--- src/rtl/alu_pkg.sv ---
`default_nettype none
// +----------------------------------------------------------------------------+
// | alu_pkg : ALU operation codes, alu_op encodings and branch funct3 codes    |
// | Rev 1.0                                                                    |
// +----------------------------------------------------------------------------+
package alu_pkg;

  localparam logic [3:0] ALU_AND  = 4'b0000;
  localparam logic [3:0] ALU_OR   = 4'b0001;
  localparam logic [3:0] ALU_ADD  = 4'b0010;
  localparam logic [3:0] ALU_XOR  = 4'b0011;
  localparam logic [3:0] ALU_SLL  = 4'b0100;
  localparam logic [3:0] ALU_SLT  = 4'b0101;
  localparam logic [3:0] ALU_SUB  = 4'b0110;
  localparam logic [3:0] ALU_SLTU = 4'b0111;
  localparam logic [3:0] ALU_SRL  = 4'b1000;
  localparam logic [3:0] ALU_SRA  = 4'b1001;

  localparam logic [1:0] ALUOP_R   = 2'b00;
  localparam logic [1:0] ALUOP_I   = 2'b01;
  localparam logic [1:0] ALUOP_ADD = 2'b10;
  localparam logic [1:0] ALUOP_BR  = 2'b11;

  localparam logic [2:0] F3_BEQ  = 3'b000;
  localparam logic [2:0] F3_BNE  = 3'b001;
  localparam logic [2:0] F3_BLT  = 3'b100;
  localparam logic [2:0] F3_BGE  = 3'b101;
  localparam logic [2:0] F3_BLTU = 3'b110;
  localparam logic [2:0] F3_BGEU = 3'b111;

  // Equality branches use the XOR zero flag; compares use the SLT/SLTU bit 0.
  function automatic logic branch_taken(input logic [2:0] f3, input logic zero,
                                        input logic res0);
    logic taken;
    taken = 1'b0;
    case (f3)
      F3_BEQ:  taken = zero;
      F3_BNE:  taken = ~zero;
      F3_BLT:  taken = res0;
      F3_BGE:  taken = ~res0;
      F3_BLTU: taken = res0;
      F3_BGEU: taken = ~res0;
      default: taken = 1'b0;
    endcase
    return taken;
  endfunction

endpackage
`default_nettype wire

--- src/rtl/alu_op_decode.sv ---
`default_nettype none
// +----------------------------------------------------------------------------+
// | alu_op_decode : instruction + alu_op -> 4-bit ALU code and illegal flag    |
// | Rev 1.0                                                                    |
// +----------------------------------------------------------------------------+
module alu_op_decode
  import alu_pkg::*;
(
  input  logic [31:0] instr,
  input  logic [1:0]  alu_op,
  output logic [3:0]  code,
  output logic        illegal
);

  logic [2:0] funct3;
  logic       bit30;
  logic       unused_instr_bits;

  assign funct3            = instr[14:12];
  assign bit30             = instr[30];
  assign unused_instr_bits = ^{instr[31], instr[29:15], instr[11:0]};

  always_comb begin
    code    = ALU_ADD;
    illegal = 1'b0;
    case (alu_op)
      ALUOP_R: begin
        case ({funct3, bit30})
          4'b0000: code = ALU_ADD;
          4'b0001: code = ALU_SUB;
          4'b1000: code = ALU_XOR;
          4'b1100: code = ALU_OR;
          4'b1110: code = ALU_AND;
          4'b0010: code = ALU_SLL;
          4'b1010: code = ALU_SRL;
          4'b1011: code = ALU_SRA;
          4'b0100: code = ALU_SLT;
          4'b0110: code = ALU_SLTU;
          default: begin
            code    = ALU_ADD;
            illegal = 1'b1;
          end
        endcase
      end
      ALUOP_I: begin
        case (funct3)
          3'b000:  code = ALU_ADD;
          3'b100:  code = ALU_XOR;
          3'b110:  code = ALU_OR;
          3'b111:  code = ALU_AND;
          3'b001:  code = ALU_SLL;
          3'b101:  code = bit30 ? ALU_SRA : ALU_SRL;
          3'b010:  code = ALU_SLT;
          default: code = ALU_SLTU;
        endcase
      end
      ALUOP_ADD: code = ALU_ADD;
      default: begin
        case (funct3)
          3'b000, 3'b001: code = ALU_XOR;
          3'b100, 3'b101: code = ALU_SLT;
          3'b110, 3'b111: code = ALU_SLTU;
          default: begin
            code    = ALU_XOR;
            illegal = 1'b1;
          end
        endcase
      end
    endcase
  end

endmodule
`default_nettype wire

--- src/rtl/alu_share_sched.sv ---
`default_nettype none
// +----------------------------------------------------------------------------+
// | alu_share_sched : 2-way round-robin scheduler for one shared ALU           |
// | Rev 1.0                                                                    |
// +----------------------------------------------------------------------------+
module alu_share_sched
  import alu_pkg::*;
#(
  parameter int W    = 32,
  parameter int NREQ = 2
) (
  input  logic                      clk,
  input  logic                      reset,
  input  logic [NREQ-1:0]           req_valid,
  output logic [NREQ-1:0]           req_ready,
  input  logic [NREQ-1:0][31:0]     req_instr,
  input  logic [NREQ-1:0][1:0]      req_alu_op,
  input  logic [NREQ-1:0][W-1:0]    req_a,
  input  logic [NREQ-1:0][W-1:0]    req_b,
  output logic [W-1:0]              alu_a,
  output logic [W-1:0]              alu_b,
  output logic [3:0]                alu_ctrl,
  input  logic [W-1:0]              alu_result,
  input  logic                      alu_zero,
  output logic [NREQ-1:0]           rsp_valid,
  input  logic [NREQ-1:0]           rsp_ready,
  output logic [NREQ-1:0][W-1:0]    rsp_result,
  output logic [NREQ-1:0]           rsp_taken,
  output logic [NREQ-1:0]           rsp_illegal
);

  logic [NREQ-1:0][3:0] dec_code;
  logic [NREQ-1:0]      dec_illegal;

  for (genvar g = 0; g < NREQ; g++) begin : g_dec
    alu_op_decode u_dec (
      .instr   (req_instr[g]),
      .alu_op  (req_alu_op[g]),
      .code    (dec_code[g]),
      .illegal (dec_illegal[g])
    );
  end

  logic            rr_ptr_q, rr_ptr_d;
  logic            iss_valid_q, iss_valid_d;
  logic            iss_id_q, iss_id_d;
  logic [3:0]      iss_code_q, iss_code_d;
  logic [W-1:0]    iss_a_q, iss_a_d;
  logic [W-1:0]    iss_b_q, iss_b_d;
  logic [2:0]      iss_f3_q, iss_f3_d;
  logic [1:0]      iss_op_q, iss_op_d;
  logic            iss_illegal_q, iss_illegal_d;

  logic [NREQ-1:0]        rsp_valid_q, rsp_valid_d;
  logic [NREQ-1:0][W-1:0] rsp_result_q, rsp_result_d;
  logic [NREQ-1:0]        rsp_taken_q, rsp_taken_d;
  logic [NREQ-1:0]        rsp_illegal_q, rsp_illegal_d;

  logic [NREQ-1:0] elig;
  logic            grant_vld;
  logic            grant_id;

  // The issue stage always drains into its (guaranteed free) response buffer,
  // so only the per-requester buffer and in-flight state gate eligibility.
  always_comb begin
    elig      = '0;
    grant_vld = 1'b0;
    grant_id  = 1'b0;
    req_ready = '0;
    for (int i = 0; i < NREQ; i++) begin
      elig[i] = ~reset & req_valid[i]
              & (~rsp_valid_q[i] | rsp_ready[i])
              & ~(iss_valid_q & (iss_id_q == 1'(i)));
    end
    grant_vld = |elig;
    grant_id  = (&elig) ? rr_ptr_q : elig[1];
    if (grant_vld) begin
      req_ready[grant_id] = 1'b1;
    end
  end

  always_comb begin
    rr_ptr_d      = rr_ptr_q;
    iss_valid_d   = grant_vld;
    iss_id_d      = iss_id_q;
    iss_code_d    = iss_code_q;
    iss_a_d       = iss_a_q;
    iss_b_d       = iss_b_q;
    iss_f3_d      = iss_f3_q;
    iss_op_d      = iss_op_q;
    iss_illegal_d = iss_illegal_q;
    if (grant_vld) begin
      rr_ptr_d      = ~grant_id;
      iss_id_d      = grant_id;
      iss_code_d    = dec_code[grant_id];
      iss_a_d       = req_a[grant_id];
      iss_b_d       = req_b[grant_id];
      iss_f3_d      = req_instr[grant_id][14:12];
      iss_op_d      = req_alu_op[grant_id];
      iss_illegal_d = dec_illegal[grant_id];
    end
  end

  always_comb begin
    rsp_result_d  = rsp_result_q;
    rsp_taken_d   = rsp_taken_q;
    rsp_illegal_d = rsp_illegal_q;
    rsp_valid_d   = rsp_valid_q & ~rsp_ready;
    for (int i = 0; i < NREQ; i++) begin
      if (iss_valid_q && (iss_id_q == 1'(i))) begin
        rsp_valid_d[i]   = 1'b1;
        rsp_result_d[i]  = alu_result;
        rsp_taken_d[i]   = (iss_op_q == ALUOP_BR)
                         ? branch_taken(iss_f3_q, alu_zero, alu_result[0]) : 1'b0;
        rsp_illegal_d[i] = iss_illegal_q;
      end
    end
  end

  always_ff @(posedge clk) begin
    if (reset) begin
      rr_ptr_q      <= 1'b0;
      iss_valid_q   <= 1'b0;
      iss_id_q      <= 1'b0;
      iss_code_q    <= ALU_ADD;
      iss_a_q       <= '0;
      iss_b_q       <= '0;
      iss_f3_q      <= '0;
      iss_op_q      <= ALUOP_R;
      iss_illegal_q <= 1'b0;
      rsp_valid_q   <= '0;
      rsp_result_q  <= '0;
      rsp_taken_q   <= '0;
      rsp_illegal_q <= '0;
    end else begin
      rr_ptr_q      <= rr_ptr_d;
      iss_valid_q   <= iss_valid_d;
      iss_id_q      <= iss_id_d;
      iss_code_q    <= iss_code_d;
      iss_a_q       <= iss_a_d;
      iss_b_q       <= iss_b_d;
      iss_f3_q      <= iss_f3_d;
      iss_op_q      <= iss_op_d;
      iss_illegal_q <= iss_illegal_d;
      rsp_valid_q   <= rsp_valid_d;
      rsp_result_q  <= rsp_result_d;
      rsp_taken_q   <= rsp_taken_d;
      rsp_illegal_q <= rsp_illegal_d;
    end
  end

  // Issue regs only load on grant, so the ALU inputs hold while idle.
  assign alu_a       = iss_a_q;
  assign alu_b       = iss_b_q;
  assign alu_ctrl    = iss_code_q;
  assign rsp_valid   = rsp_valid_q;
  assign rsp_result  = rsp_result_q;
  assign rsp_taken   = rsp_taken_q;
  assign rsp_illegal = rsp_illegal_q;

endmodule
`default_nettype wire

--- config.mk ---
export PLATFORM = sky130hd
export DESIGN_NAME = alu_share_sched
export DESIGN_NICKNAME = d
export VERILOG_FILES = /design/src/rtl/alu_pkg.sv /design/src/rtl/alu_op_decode.sv /design/src/rtl/alu_share_sched.sv
export SDC_FILE = /design/constraint.sdc
export NUM_CORES = 1
export LEC_CHECK = 0
export ABC_AREA = 1
export CORE_AREA = 3 3 146 148
export DETAILED_ROUTE_END_ITERATION = 10
export DIE_AREA = 0 0 149 151
export PLACE_DENSITY = 0.7
export SETUP_SLACK_MARGIN = 0.15
export SLEW_MARGIN = 20
export SYNTH_ARGS = -nofsm -noshare
export SYNTH_HDL_FRONTEND = slang
export SYNTH_SLANG_ARGS = --single-unit
--- constraint.sdc ---
create_clock -name clk -period 2 [get_ports clk]
set_input_delay 0.3 -clock clk [delete_from_list [all_inputs] [get_ports clk]]
set_output_delay 0.3 -clock clk [all_outputs]
set_load 0.05 [all_outputs]
### Yosys cells after proc, flatten, opt, wreduce, memory -nomap -nowiden

Cells that the tools add are included.

| cells by class | value |
|---|---|
| magnitude comparators | 2 |
| equal/unequal tests | 40 |
| mux-type cells | 36 |
| bitwise gates (word level) | 21 |
| reduce and logical (&&, ||, !) cells | 24 |

Operators with widths:

| operator | number |
|---|---|
| $mux W32 | 4 |
| $pmux W4 S9 | 2 |
| $pmux W4 S7 | 2 |
| $eq A4 B4 Y1 const B | 10 |
| $eq A3 B3 Y1 const B | 12 |
| $mux W15 | 2 |
| $pmux W4 S3 | 2 |
| $reduce_or A10 Y1 | 2 |
| $reduce_or A2 Y1 | 9 |
| $eq A4 B3 Y1 const B | 4 |
| $mux W1 | 13 |
| $pmux W3 S2 | 2 |
| $reduce_or A6 Y1 | 2 |
| $eq A3 B1 Y1 const B | 3 |
| $logic_not A3 Y1 | 3 |
| $not A1 Y1 | 9 |
| $and A1 B1 Y1 | 8 |
| $eq A4 B1 Y1 const B | 2 |
| $eq A4 B2 Y1 const B | 2 |
| $logic_not A4 Y1 | 2 |
| $mux W4 | 2 |
| $eq A2 B2 Y1 const B | 3 |
| $eq A3 B2 Y1 const B | 2 |
| $mux W2 | 3 |
| 12 further kinds | 18 |

| storage, ports and cells | value |
|---|---|
| register bits after elaboration | 147 |
| input bits | 235 |
| output and inout bits | 140 |

### Longest topological paths before layout

Gate-level depths: netlist of the first run.

| logic depth | value |
|---|---|
| depth in word-level cells | 11 |
| mapped depth | 11 |
| depth with buffers taken out | 10 |

### Modules after synthesis

A second synthesis of the first run with hierarchy kept.

| second synthesis, totals | value |
|---|---|
| cells, all modules | 949 |
| area total of the unflattened synthesis | 6,558.8 µm² |

By module, submodules not included:

| module | times used | cells an instance | area an instance (µm²) |
|---|---|---|---|
| alu_share_sched | 1 | 851 | 6,123.4 |
| alu_op_decode | 2 | 49 | 217.7 |

### Worst setup path before layout of the first run

OpenSTA, ideal clock, no wires.

| timing path | value |
|---|---|
| path kind | reg-to-output |
| start point | reg rsp_valid_q[1] (netlist: rsp_valid[1]) |
| end point | out req_ready[0] |
| data arrival time | 1.470 ns |
| required time | 1.700 ns |
| setup slack | 0.230 ns |
| stages on the path, launching flop included | 6 |
| cells stage by stage | dfxtp_1 nand2_1 nand3_4 o21a_1 buf_2 buf_4 |

| on the way | value |
|---|---|
| word-level cells in the longest chain between the ends | 11 |
| elaborated cells between the ends (all ways) | 13 |
| classes of those cells | 2 x order compare; 4 x mux; 4 x bitwise; 3 x reduce/logical |

RTL lines:

| what | line | source |
|---|---|---|
| start, declared | alu_share_sched.sv:54 | `logic [NREQ-1:0] rsp_valid_q, rsp_valid_d;` |
| start signal, assigned | alu_share_sched.sv:145 | `rsp_valid_q <= rsp_valid_d;` |
| $not A1 Y1 (*) | alu_share_sched.sv:72 | `& (~rsp_valid_q[i] \| rsp_ready[i])` |
| $or A1 B1 Y1 (*) | alu_share_sched.sv:72 |  |
| $and A1 B1 Y1 (*) | alu_share_sched.sv:72 |  |
| $and A1 B1 Y1 (*) | alu_share_sched.sv:73 | `& ~(iss_valid_q & (iss_id_q == 1'(i)));` |
| $reduce_and A2 Y1 | alu_share_sched.sv:76 | `grant_id = (&elig) ? rr_ptr_q : elig[1];` |
| $mux W1 | alu_share_sched.sv:76 |  |
| $lt A1 B2 Y1 (not written as such) / $ge A1 B1 Y1 (equally long branches) | alu_share_sched.sv:78 | `req_ready[grant_id] = 1'b1;` |
| $logic_and A1 B1 Y1 (not written as such) | alu_share_sched.sv:78 |  |
| $mux W1 (not written as such) | alu_share_sched.sv:78 |  |
| $demux W1 S1 | alu_share_sched.sv:78 |  |
| $mux W2 (*) | alu_share_sched.sv:77 | `if (grant_vld) begin` |
| end, declared | alu_share_sched.sv:15 | `output logic [NREQ-1:0] req_ready,` |

Every way passes the cells marked *; elsewhere a longest branch is shown, timed or not.

### Final worst setup path of the first run

| timing path | value |
|---|---|
| start point | in rsp_ready[1] |
| end point | out req_ready[1] |

| on the way | value |
|---|---|
| word-level cells in the longest chain between the ends | 10 |
| elaborated cells between the ends (all ways) | 12 |
| classes of those cells | 2 x order compare; 4 x mux; 3 x bitwise; 3 x reduce/logical |

RTL lines:

| what | line | source |
|---|---|---|
| start, declared | alu_share_sched.sv:26 | `input logic [NREQ-1:0] rsp_ready,` |
| $or A1 B1 Y1 (*) | alu_share_sched.sv:72 |  |
| $and A1 B1 Y1 (*) | alu_share_sched.sv:72 |  |
| $and A1 B1 Y1 (*) | alu_share_sched.sv:73 |  |
| $reduce_and A2 Y1 | alu_share_sched.sv:76 |  |
| $mux W1 | alu_share_sched.sv:76 |  |
| $lt A1 B2 Y1 (not written as such) / $ge A1 B1 Y1 (equally long branches) | alu_share_sched.sv:78 |  |
| $logic_and A1 B1 Y1 (not written as such) | alu_share_sched.sv:78 |  |
| $mux W1 (not written as such) | alu_share_sched.sv:78 |  |
| $demux W1 S1 | alu_share_sched.sv:78 |  |
| $mux W2 (*) | alu_share_sched.sv:77 |  |

Marked as above.

==> results of run 1 <==
## synth_stat cells, drive strengths merged
| cell | n | area (µm²) |
|---|---|---|
| nand3 | 101 | 518 |
| o21bai | 1 | 7.51 |
| nor2 | 337 | 1270 |
| nor3 | 1 | 5.00 |
| a211oi | 2 | 15.0 |
| buf | 22 | 154 |
| dfxtp | 147 | 2940 |
| a21oi | 25 | 125 |
| inv | 76 | 288 |
| nand3b | 1 | 7.51 |
| nand4 | 6 | 43.8 |
| o21a | 1 | 7.51 |
| or2 | 1 | 6.26 |
| nand2 | 163 | 624 |
| clkbuf | 36 | 135 |
| clkinv | 1 | 3.75 |
| o21ai | 81 | 409 |
## registers in the layout, summed over array words and instances (netlist names), 2 cells and up
| signal | count |
|---|---|
| iss_f3_q | 3 |
| alu_a | 32 |
| rsp_illegal | 2 |
| rsp_taken | 2 |
| alu_b | 32 |
| rsp_valid | 2 |
| rsp_result | 64 |
| iss_op_q | 2 |
| alu_ctrl | 4 |
## area by class of cell
cell class | count | area [µm²]
clock buffers | 18 | 439
repair buffers | 346 | 3310
flip-flops and latches | 147 | 2940
inverters | 77 | 292
well taps | 270 | 338
fillers | 2053 | 9650
multi-input cells | 720 | 3060
clock inverters | 14 | 140
## final timing paths
check,from,to,cells after the start
worst max-delay path,rsp_ready[1],req_ready[1],8
worst min-delay path,reset,rsp_valid[1],2
worst max register to register,iss_valid_q,rsp_taken[1],6
worst min register to register,rsp_result[9],rsp_result[9],2
## layout by cell type, fill, tap and decap left out, drive strengths merged, types with 4 or more instances in the layout
cell type / instances
nor2: 337
clkdlybuf4s50: 176
nand2: 163
dfxtp: 147
dlygate4sd2: 134
nand3: 101
inv: 85
o21ai: 81
buf: 35
a21oi: 25
clkbuf: 18
nand4: 6
clkinv: 4
## metal layers
layer / up-vias / wire, µm / part of all wire
li1: 3746 / - / -
met1: 3365 / 9640 / 0.42
met2: 278 / 11000 / 0.48
met3: 26 / 2140 / 0.092
met4: 4 / 375 / 0.016
met5: - / 27 / 0.0012
## power by group through the flow
stage	Combinational, mW	Sequential, mW	Clock, mW
after CTS	2.35	3.26	3.28
after floorplan	0.719	4.05	0
after global routing	2.54	3.29	3.40
after global placement	2.47	3.33	0
final	2.34	3.26	3.19
after detailed placement	2.48	3.33	0
## cell families after synthesis
| group | count (synthesis) |
|---|---|
| and+or+nand+nor | 610 |
| DFF | 147 |
| buffers and inverters | 135 |
| AOI/OAI and AO/OA | 110 |
## timing repair
item	in CTS	in global routing
hold endpoints to repair	0	0
pin swaps	0	1
setup endpoints to repair	135	1
setup buffers	0	1
gates cloned	0	0
gates resized for setup	135	3
## per-stage QoR
step                      cell area, µm²  instances  power, mW  hold WS (ns)
after floorplan                     6570       1002       4.77         0.436
after CTS                          10500       1591       8.89         0.144
after global placement             10100       1559       5.79         0.461
after global routing               10500       1592       9.22         0.180
after detailed placement           10100       1559       5.81         0.471
final                              10500       1592       8.79         0.175
## worst register-to-register path, cell delays in order, from the launching register on
cell and delay [ns]:
dfxtp_1 0.32, nand2_2 0.11, buf_4 0.36, clkinv_1 0.12, buf_4 0.27, o21ai_0 0.22, a21oi_1 0.05
==> results.py, run 1 <==
metrics = {
    "critical_path": {
        "regToRegSetupSlack_ns": 0.42,
        "arrival_ns": 1.48,
        "critPathMaxStageDelay_ns": 0.46,
        "critical_path_class": "in2out",
        "cp_max_fo": 5,
        "cp_slowest_cell": "clkdlybuf4s50_1",
        "start_kind": "primary input",
        "end_kind": "primary output",
        "critPathBufInv": 5,
        "crit_chain": "clkdlybuf4s50_1 > inv_1 > nand2_1 > nand3_4 > inv_2 > nand2_4 > inv_4 > buf_12",
        "cp_top_family": "buffers and inverters",
        "required_ns": 1.70,
    },
    "run": {
        "max_cap_viol_count": 0,
    },
    "pwr": {
        "power.switching_fraction": 0.343,
        "internal_power_mw": 5.77,
        "clkPwrFrac": 0.363,
        "seq_power_share": 0.371,
        "p_switching_mw": 3.01,
        "ir_drop_v": 0.000542,
        "p_comb_frac": 0.266,
        "power_leakage_nw": 5.26,
        "power.density_nw_per_um2": 835,
    },
    "sta": {
        "finalSetupViolCount": 0,
        "tightest_slew_ns": 0.850,
        "finalCritPeriodShare": 0.888,
        "rsz0062_at_grt": "no",
        "slew-limit-headroom": 0.434,
        "timing.fmax_mhz": 563,
        "period_minus_slack_ns": 1.78,
        "hold_viol": 0,
        "layout_setup_ws_ns": 0.225,
        "fin_tns_setup_ns": 0,
        "drv_slew": 0,
        "skew_ns": 0.0121,
    },
    "cts": {
        "clockBufferDepth": 2,
        "h-tree-depth": 4,
        "clk_latency_ns": 0.42,
        "clock-sinks": 147,
        "ctsHoldBuffers": 0,
        "numCtsBuffers": 17,
        "clk_pin_slew_ns": 0.06,
        "root_buffer": "clkbuf_16",
        "cts_tree": "yes",
    },
    "place": {
        "hpwl_um": 16300,
        "dp_slack_ns": 0.0466,
        "numPortBuffers": 318,
        "finalWeightedCongestion": 0.821,
    },
    "logic_synthesis": {
        "synth_cell_types": 29,
        "synth_fa_ha_area_frac": 0,
        "synthSimpleGateAreaFrac": 0.378,
        "synth_xor_xnor_area_share": 0,
        "muxShareOfSynthArea": 0,
        "synth_compound_area_frac": 0.0859,
        "ys_seq_elements": 147,
        "syn_inst": 1002,
        "synth_nets": 1237,
        "ys_warn_count": 0,
        "seq_area_frac_synth": 0.448,
        "synth_top_family_by_area": "simple AND/OR/NAND/NOR gates",
        "syn_area_um2": 6570,
        "syn_area_per_cell_um2": 6.55,
    },
    "global_route": {
        "grt_pass1_wl_um": 36400,
        "grt_use_total": 0.201,
        "globalRouteMet3Util": 0.0754,
        "first_global_vias": 7225,
        "grt-ovfl-total": 0,
        "use_met2": 0.348,
        "grtUsageMet1": 0.235,
        "grt_max_degree": 75,
        "grt.busiest_layer": "met2",
        "antenna_found_initial": 2,
    },
    "floorplanning": {
        "start_util": 0.326,
        "coreArea_um2": 20200,
        "die_h_um": 151,
        "design.die.area_um2": 22500,
        "io_pins": 375,
        "num_rows": 52,
        "die_w_um": 149,
    },
    "status": {
        "outcome": "finished clean",
    },
    "route": {
        "routedWlPerCell_um": 14.6,
        "drt-initial-drc-count": 202,
        "drc": 0,
        "first_pass_iters": 4,
        "vias": 7419,
        "wl_um": 23200,
        "detail_route.vias_per_cell": 4.66,
        "ant_nets": 0,
    },
    "min_path": {
        "hold_class": "in2reg",
    },
    "final_layout": {
        "fin_util": 0.522,
        "syn_to_final_growth_pct": 60.2,
        "layout-drive-gt1-share": 0.0643,
        "fin_nets": 1544,
        "antenna_cells": 0,
    },
}
Note: power is estimated with default switching activity, not from simulation.
==> inputs of run 2 (changes only) <==
--- a/config.mk
+++ b/config.mk
@@ -9,8 +9,9 @@
 export CORE_AREA = 3 3 146 148
 export DETAILED_ROUTE_END_ITERATION = 10
 export DIE_AREA = 0 0 149 151
-export PLACE_DENSITY = 0.7
+export PLACE_DENSITY = 0.76
 export SETUP_SLACK_MARGIN = 0.15
+export SKIP_CTS_REPAIR_TIMING = 1
 export SLEW_MARGIN = 20
 export SYNTH_ARGS = -nofsm -noshare
 export SYNTH_HDL_FRONTEND = slang
==> results.py, run 2 (same netlist as run 1, synthesis figures left out) <==
metrics = {
    "route": {
        "wl_um": 23900,
        "ant_nets": 0,
        "drt-initial-drc-count": 342,
        "vias": 7498,
        "detail_route.vias_per_cell": 4.69,
        "first_pass_iters": 4,
        "routedWlPerCell_um": 15.0,
        "drc": 0,
    },
    "critical_path": {
        "critical_path_class": "in2out",
        "cp_max_fo": 4,
        "required_ns": 1.70,
        "end_kind": "primary output",
        "arrival_ns": 1.54,
        "start_kind": "primary input",
    },
    "place": {
        "dp.cells": 1566,
        "numPortBuffers": 318,
        "finalWeightedCongestion": 0.844,
        "hpwl_um": 17000,
    },
    "cts": {
        "cts_tree": "yes",
        "clk_pin_slew_ns": 0.06,
        "h-tree-depth": 4,
        "clockBufferDepth": 2,
        "root_buffer": "clkbuf_16",
        "numCtsBuffers": 17,
        "clock-sinks": 147,
        "clk_latency_ns": 0.41,
    },
    "final_layout": {
        "finalNonFillerCells": 1600,
        "layout.area.seq_um2": 2940,
        "layout-drive-gt1-share": 0.0692,
        "largest_register_ffs": 64,
        "fin_nets": 1552,
        "syn_to_final_growth_pct": 69.3,
        "multiInputGateArea_um2": 3070,
        "final_cell_mix": "334 x nor2_1, 176 x clkdlybuf4s50_1, 159 x nand2_1, 146 x dfxtp_1, 136 x dlymetal6s2s_1",
        "fill_cells": 1901,
        "fin_util": 0.551,
        "final_common_cell": "nor2_1",
        "antenna_cells": 0,
    },
    "floorplanning": {
        "die_w_um": 149,
        "coreArea_um2": 20200,
        "start_util": 0.326,
        "io_pins": 375,
        "num_rows": 52,
        "design.die.area_um2": 22500,
        "die_h_um": 151,
    },
    "sta": {
        "finalSetupViolCount": 0,
        "timing.fmax_mhz": 542,
        "slew-limit-headroom": 0.599,
        "drv_slew": 0,
        "hold_viol": 0,
        "finalCritPeriodShare": 0.922,
        "tightest_slew_ns": 0.602,
        "period_minus_slack_ns": 1.84,
        "rsz0062_at_grt": "yes",
        "skew_ns": 0.00943,
    },
    "pwr": {
        "power_leakage_nw": 6.99,
        "ir_drop_v": 0.000524,
        "power.density_nw_per_um2": 798,
    },
    "min_path": {
        "hold_class": "in2reg",
    },
    "global_route": {
        "grt_pass1_wl_um": 35600,
        "grt_max_degree": 60,
        "grt_use_total": 0.199,
        "antenna_found_initial": 0,
        "first_global_vias": 6869,
        "grt-ovfl-total": 0,
    },
    "run": {
        "max_cap_viol_count": 0,
    },
    "status": {
        "outcome": "finished clean",
    },
}
==> run 2: layer usage <==
layer,track usage,part of all wire,wire length (µm),vias up
met5,0,0,0,-
met4,0.0659,0.022,529,0
met3,0.0622,0.085,2040,34
met2,0.353,0.50,11900,324
met1,0.228,0.40,9490,3373
li1,-,-,-,3767
==> run 2: area by class of cell <==
class	instances	area share
repair buffers	354	0.351
flip-flops and latches	147	0.265
well taps	270	0.0304
inverters	77	0.0267
clock inverters	14	0.0127
clock buffers	18	0.0386
multi-input cells	720	0.276
==> run 2: per-stage QoR <==
step	setup slack (ns)	setup TNS (ns)	instance area [µm²]	hold WS, ns	power [mW]
after floorplan	0.230	0	6570	0.436	4.77
after global placement	0.0299	0	10200	0.461	5.81
after detailed placement	-0.00429	-0.00693	10200	0.470	5.84
after CTS	0.0600	0	10700	0.398	8.99
after global routing	0.0426	0	11100	0.418	9.29
final	0.156	0	11100	0.421	8.87
==> run 2: path summary, 6_finish.rpt <==
check / start / cells after the start / slack (ns) / endpoint
worst max register to register: iss_id_q / 9 / 0.39 / iss_op_q[0]
worst max-delay path: req_valid[0] / 8 / 0.16 / req_ready[0]
worst min register to register: rsp_result[28] / 2 / 0.47 / rsp_result[28]
worst min-delay path: reset / 3 / 0.42 / alu_b[15]
==> run 2: power breakdown <==
part           switching [mW]  internal (mW)  total, mW
registers               0.109           3.15       3.26
clock network            1.35           1.75       3.11
logic                    1.53          0.968       2.50
==> run 2: worst max-delay path: stages <==
cell and delay [ns]:
clkdlybuf4s50_1 0.48, inv_1 0.06, nor2_2 0.09, nand2_1 0.07, nor2_2 0.14, o21a_4 0.17
buf_12 0.11, buf_12 0.13
==> inputs of run 3 (changes only) <==
--- a/config.mk
+++ b/config.mk
@@ -6,10 +6,11 @@
 export NUM_CORES = 1
 export LEC_CHECK = 0
 export ABC_AREA = 1
-export CORE_AREA = 3 3 146 148
+export CORE_AREA = 3 3 145 147
 export DETAILED_ROUTE_END_ITERATION = 10
-export DIE_AREA = 0 0 149 151
-export PLACE_DENSITY = 0.76
+export DIE_AREA = 0 0 148 150
+export HOLD_SLACK_MARGIN = 0.05
+export PLACE_DENSITY = 0.77
 export SETUP_SLACK_MARGIN = 0.15
 export SKIP_CTS_REPAIR_TIMING = 1
 export SLEW_MARGIN = 20
==> constraint.sdc (replaced) <==
create_clock -name clk -period 2.31 [get_ports clk]
set_input_delay 0.3465 -clock clk [delete_from_list [all_inputs] [get_ports clk]]
set_output_delay 0.3465 -clock clk [all_outputs]
set_load 0.05 [all_outputs]
==> results.py, run 3 (same netlist as run 1, synthesis figures left out) <==
metrics = {
    "min_path": {
        "hold_start": "reset",
        "hold_class": "in2reg",
        "holdPathStages": 4,
        "hold_end": "alu_ctrl[0]",
    },
    "cts": {
        "h-tree-depth": 4,
        "numCtsBuffers": 17,
        "clk_pin_slew_ns": 0.06,
        "cts_tree": "yes",
        "clock-sinks": 147,
        "clockBufferDepth": 2,
        "root_buffer": "clkbuf_16",
        "clk_latency_ns": 0.42,
    },
    "sta": {
        "finalSetupViolCount": 0,
        "rsz0062_at_grt": "no",
        "finalCritPeriodShare": 0.901,
        "timing.fmax_mhz": 481,
        "skew_ns": 0.0165,
        "fin_hold_ws_ns": 0.363,
        "drv_slew": 0,
        "hold_viol": 0,
        "tightest_slew_ns": 0.874,
        "slew-limit-headroom": 0.417,
        "layout_setup_ws_ns": 0.230,
        "period_minus_slack_ns": 2.08,
        "fin_tns_setup_ns": 0,
    },
    "global_route": {
        "antenna_found_initial": 2,
        "first_global_vias": 6967,
        "grt-ovfl-total": 0,
        "grt_max_degree": 77,
        "grt_pass1_wl_um": 35700,
        "grt_use_total": 0.200,
        "globalRouteMet3Util": 0.0775,
        "grt.busiest_layer": "met2",
        "use_met2": 0.346,
        "grtUsageMet1": 0.227,
    },
    "critical_path": {
        "cp_top_family": "buffers and inverters",
        "regToRegSetupSlack_ns": 0.51,
        "cp_max_fo": 23,
        "crit_chain": "clkdlybuf4s50_1 > inv_1 > nand2_1 > nand3_4 > buf_4 > o21a_1 > buf_12",
        "reg2reg_from": "rsp_valid[1]",
        "end_kind": "primary output",
        "required_ns": 1.96,
        "critPathMaxStageDelay_ns": 0.46,
        "reg2regPathDepth": 8,
        "critPathBufInv": 4,
        "critical_path_class": "in2out",
        "arrival_ns": 1.73,
        "r2r-end": "alu_a[11]",
        "start_kind": "primary input",
        "cp_slowest_cell": "clkdlybuf4s50_1",
    },
    "route": {
        "routedWlPerCell_um": 14.6,
        "vias": 7383,
        "ant_nets": 0,
        "drt-initial-drc-count": 265,
        "drc": 0,
        "first_pass_iters": 4,
        "wl_um": 23100,
        "detail_route.vias_per_cell": 4.67,
    },
    "place": {
        "place_area_um2": 10000,
        "hpwl_um": 16400,
        "numPortBuffers": 318,
        "finalWeightedCongestion": 0.785,
        "dp_slack_ns": 0.0390,
    },
    "pwr": {
        "ir_drop_v": 0.000418,
        "power.density_nw_per_um2": 744,
        "power_leakage_nw": 4.64,
    },
    "floorplanning": {
        "start_util": 0.328,
        "design.die.area_um2": 22200,
        "io_pins": 375,
        "coreArea_um2": 20000,
        "die_h_um": 150,
        "die_w_um": 148,
        "num_rows": 52,
    },
    "status": {
        "outcome": "finished clean",
    },
    "final_layout": {
        "fin_nets": 1534,
        "fill_cells": 1924,
        "layout-drive-gt1-share": 0.0518,
        "design_area_um2": 10600,
        "largest_register_ffs": 64,
        "antenna_cells": 0,
        "final_cell_mix": "334 x nor2_1, 315 x clkdlybuf4s50_1, 160 x nand2_1, 147 x dfxtp_1, 99 x nand3_1",
        "final_common_cell": "nor2_1",
        "syn_to_final_growth_pct": 62.0,
    },
    "run": {
        "max_cap_viol_count": 0,
    },
}
run 3: changes by cell type in the layout (fill, tap and decap cells not counted), sizes merged:
| cell | previous run | this run |
|---|---|---|
| bufinv | 1 | 3 |
| dlymetal6s2s | 136 | 0 |
| clkdlybuf4s50 | 176 | 315 |
| inv | 84 | 81 |
| clkinv | 3 | 4 |
| buf | 42 | 21 |
| clkbuf | 18 | 20 |
| clkinvlp | 3 | 1 |
run 3: per-stage QoR:
stage	std cells	utilization	power (mW)
after floorplan	1002	-	4.13
after global placement	1550	0.499	4.98
after detailed placement	1550	0.499	5.01
after CTS	1582	0.530	8.00
after global routing	1582	0.531	8.26
final	1582	0.531	7.91
run 3: worst max-delay path by stage:
stage	slack [ns]	cells past startpoint	startpoint	end
detailed placement	0.04	8	rsp_ready[1]	req_ready[1]
finish	0.23	7	rsp_ready[1]	req_ready[0]
global placement	0.06	8	rsp_ready[1]	req_ready[1]
CTS	0.03	8	rsp_ready[1]	req_ready[1]
global route	0.16	7	rsp_ready[1]	req_ready[0]
floorplan	0.49	5	rsp_valid[1]	req_ready[0]
run 3: report_power, final:
part,leakage [nW],internal (mW),switching [mW]
clock,0.303,1.78,1.17
combinational,3.14,0.815,1.30
sequential,1.20,2.73,0.102
total,4.64,5.33,2.58
run 3: layout make-up:
class                           count  area (µm²)  share of cell area
Inverter                           77         297              0.0279
Tap cell                          270         338              0.0318
Multi-Input combinational cell    720        3060               0.288
Clock inverter                     12         168              0.0158
Sequential cell                   147        2940               0.277
Timing Repair Buffer              336        3370               0.317
Clock buffer                       20         457              0.0429
run 3: worst min-delay path, cell delays in order:
cell	delay, ns
buf_2	0.15
inv_1	0.14
nand2_1	0.07
inv_1	0.04
run 3: metal layers:
metal,vias up,share of wire
met4,4,0.020
met1,3313,0.40
met5,-,0.0010
li1,3722,-
met2,309,0.48
met3,35,0.10
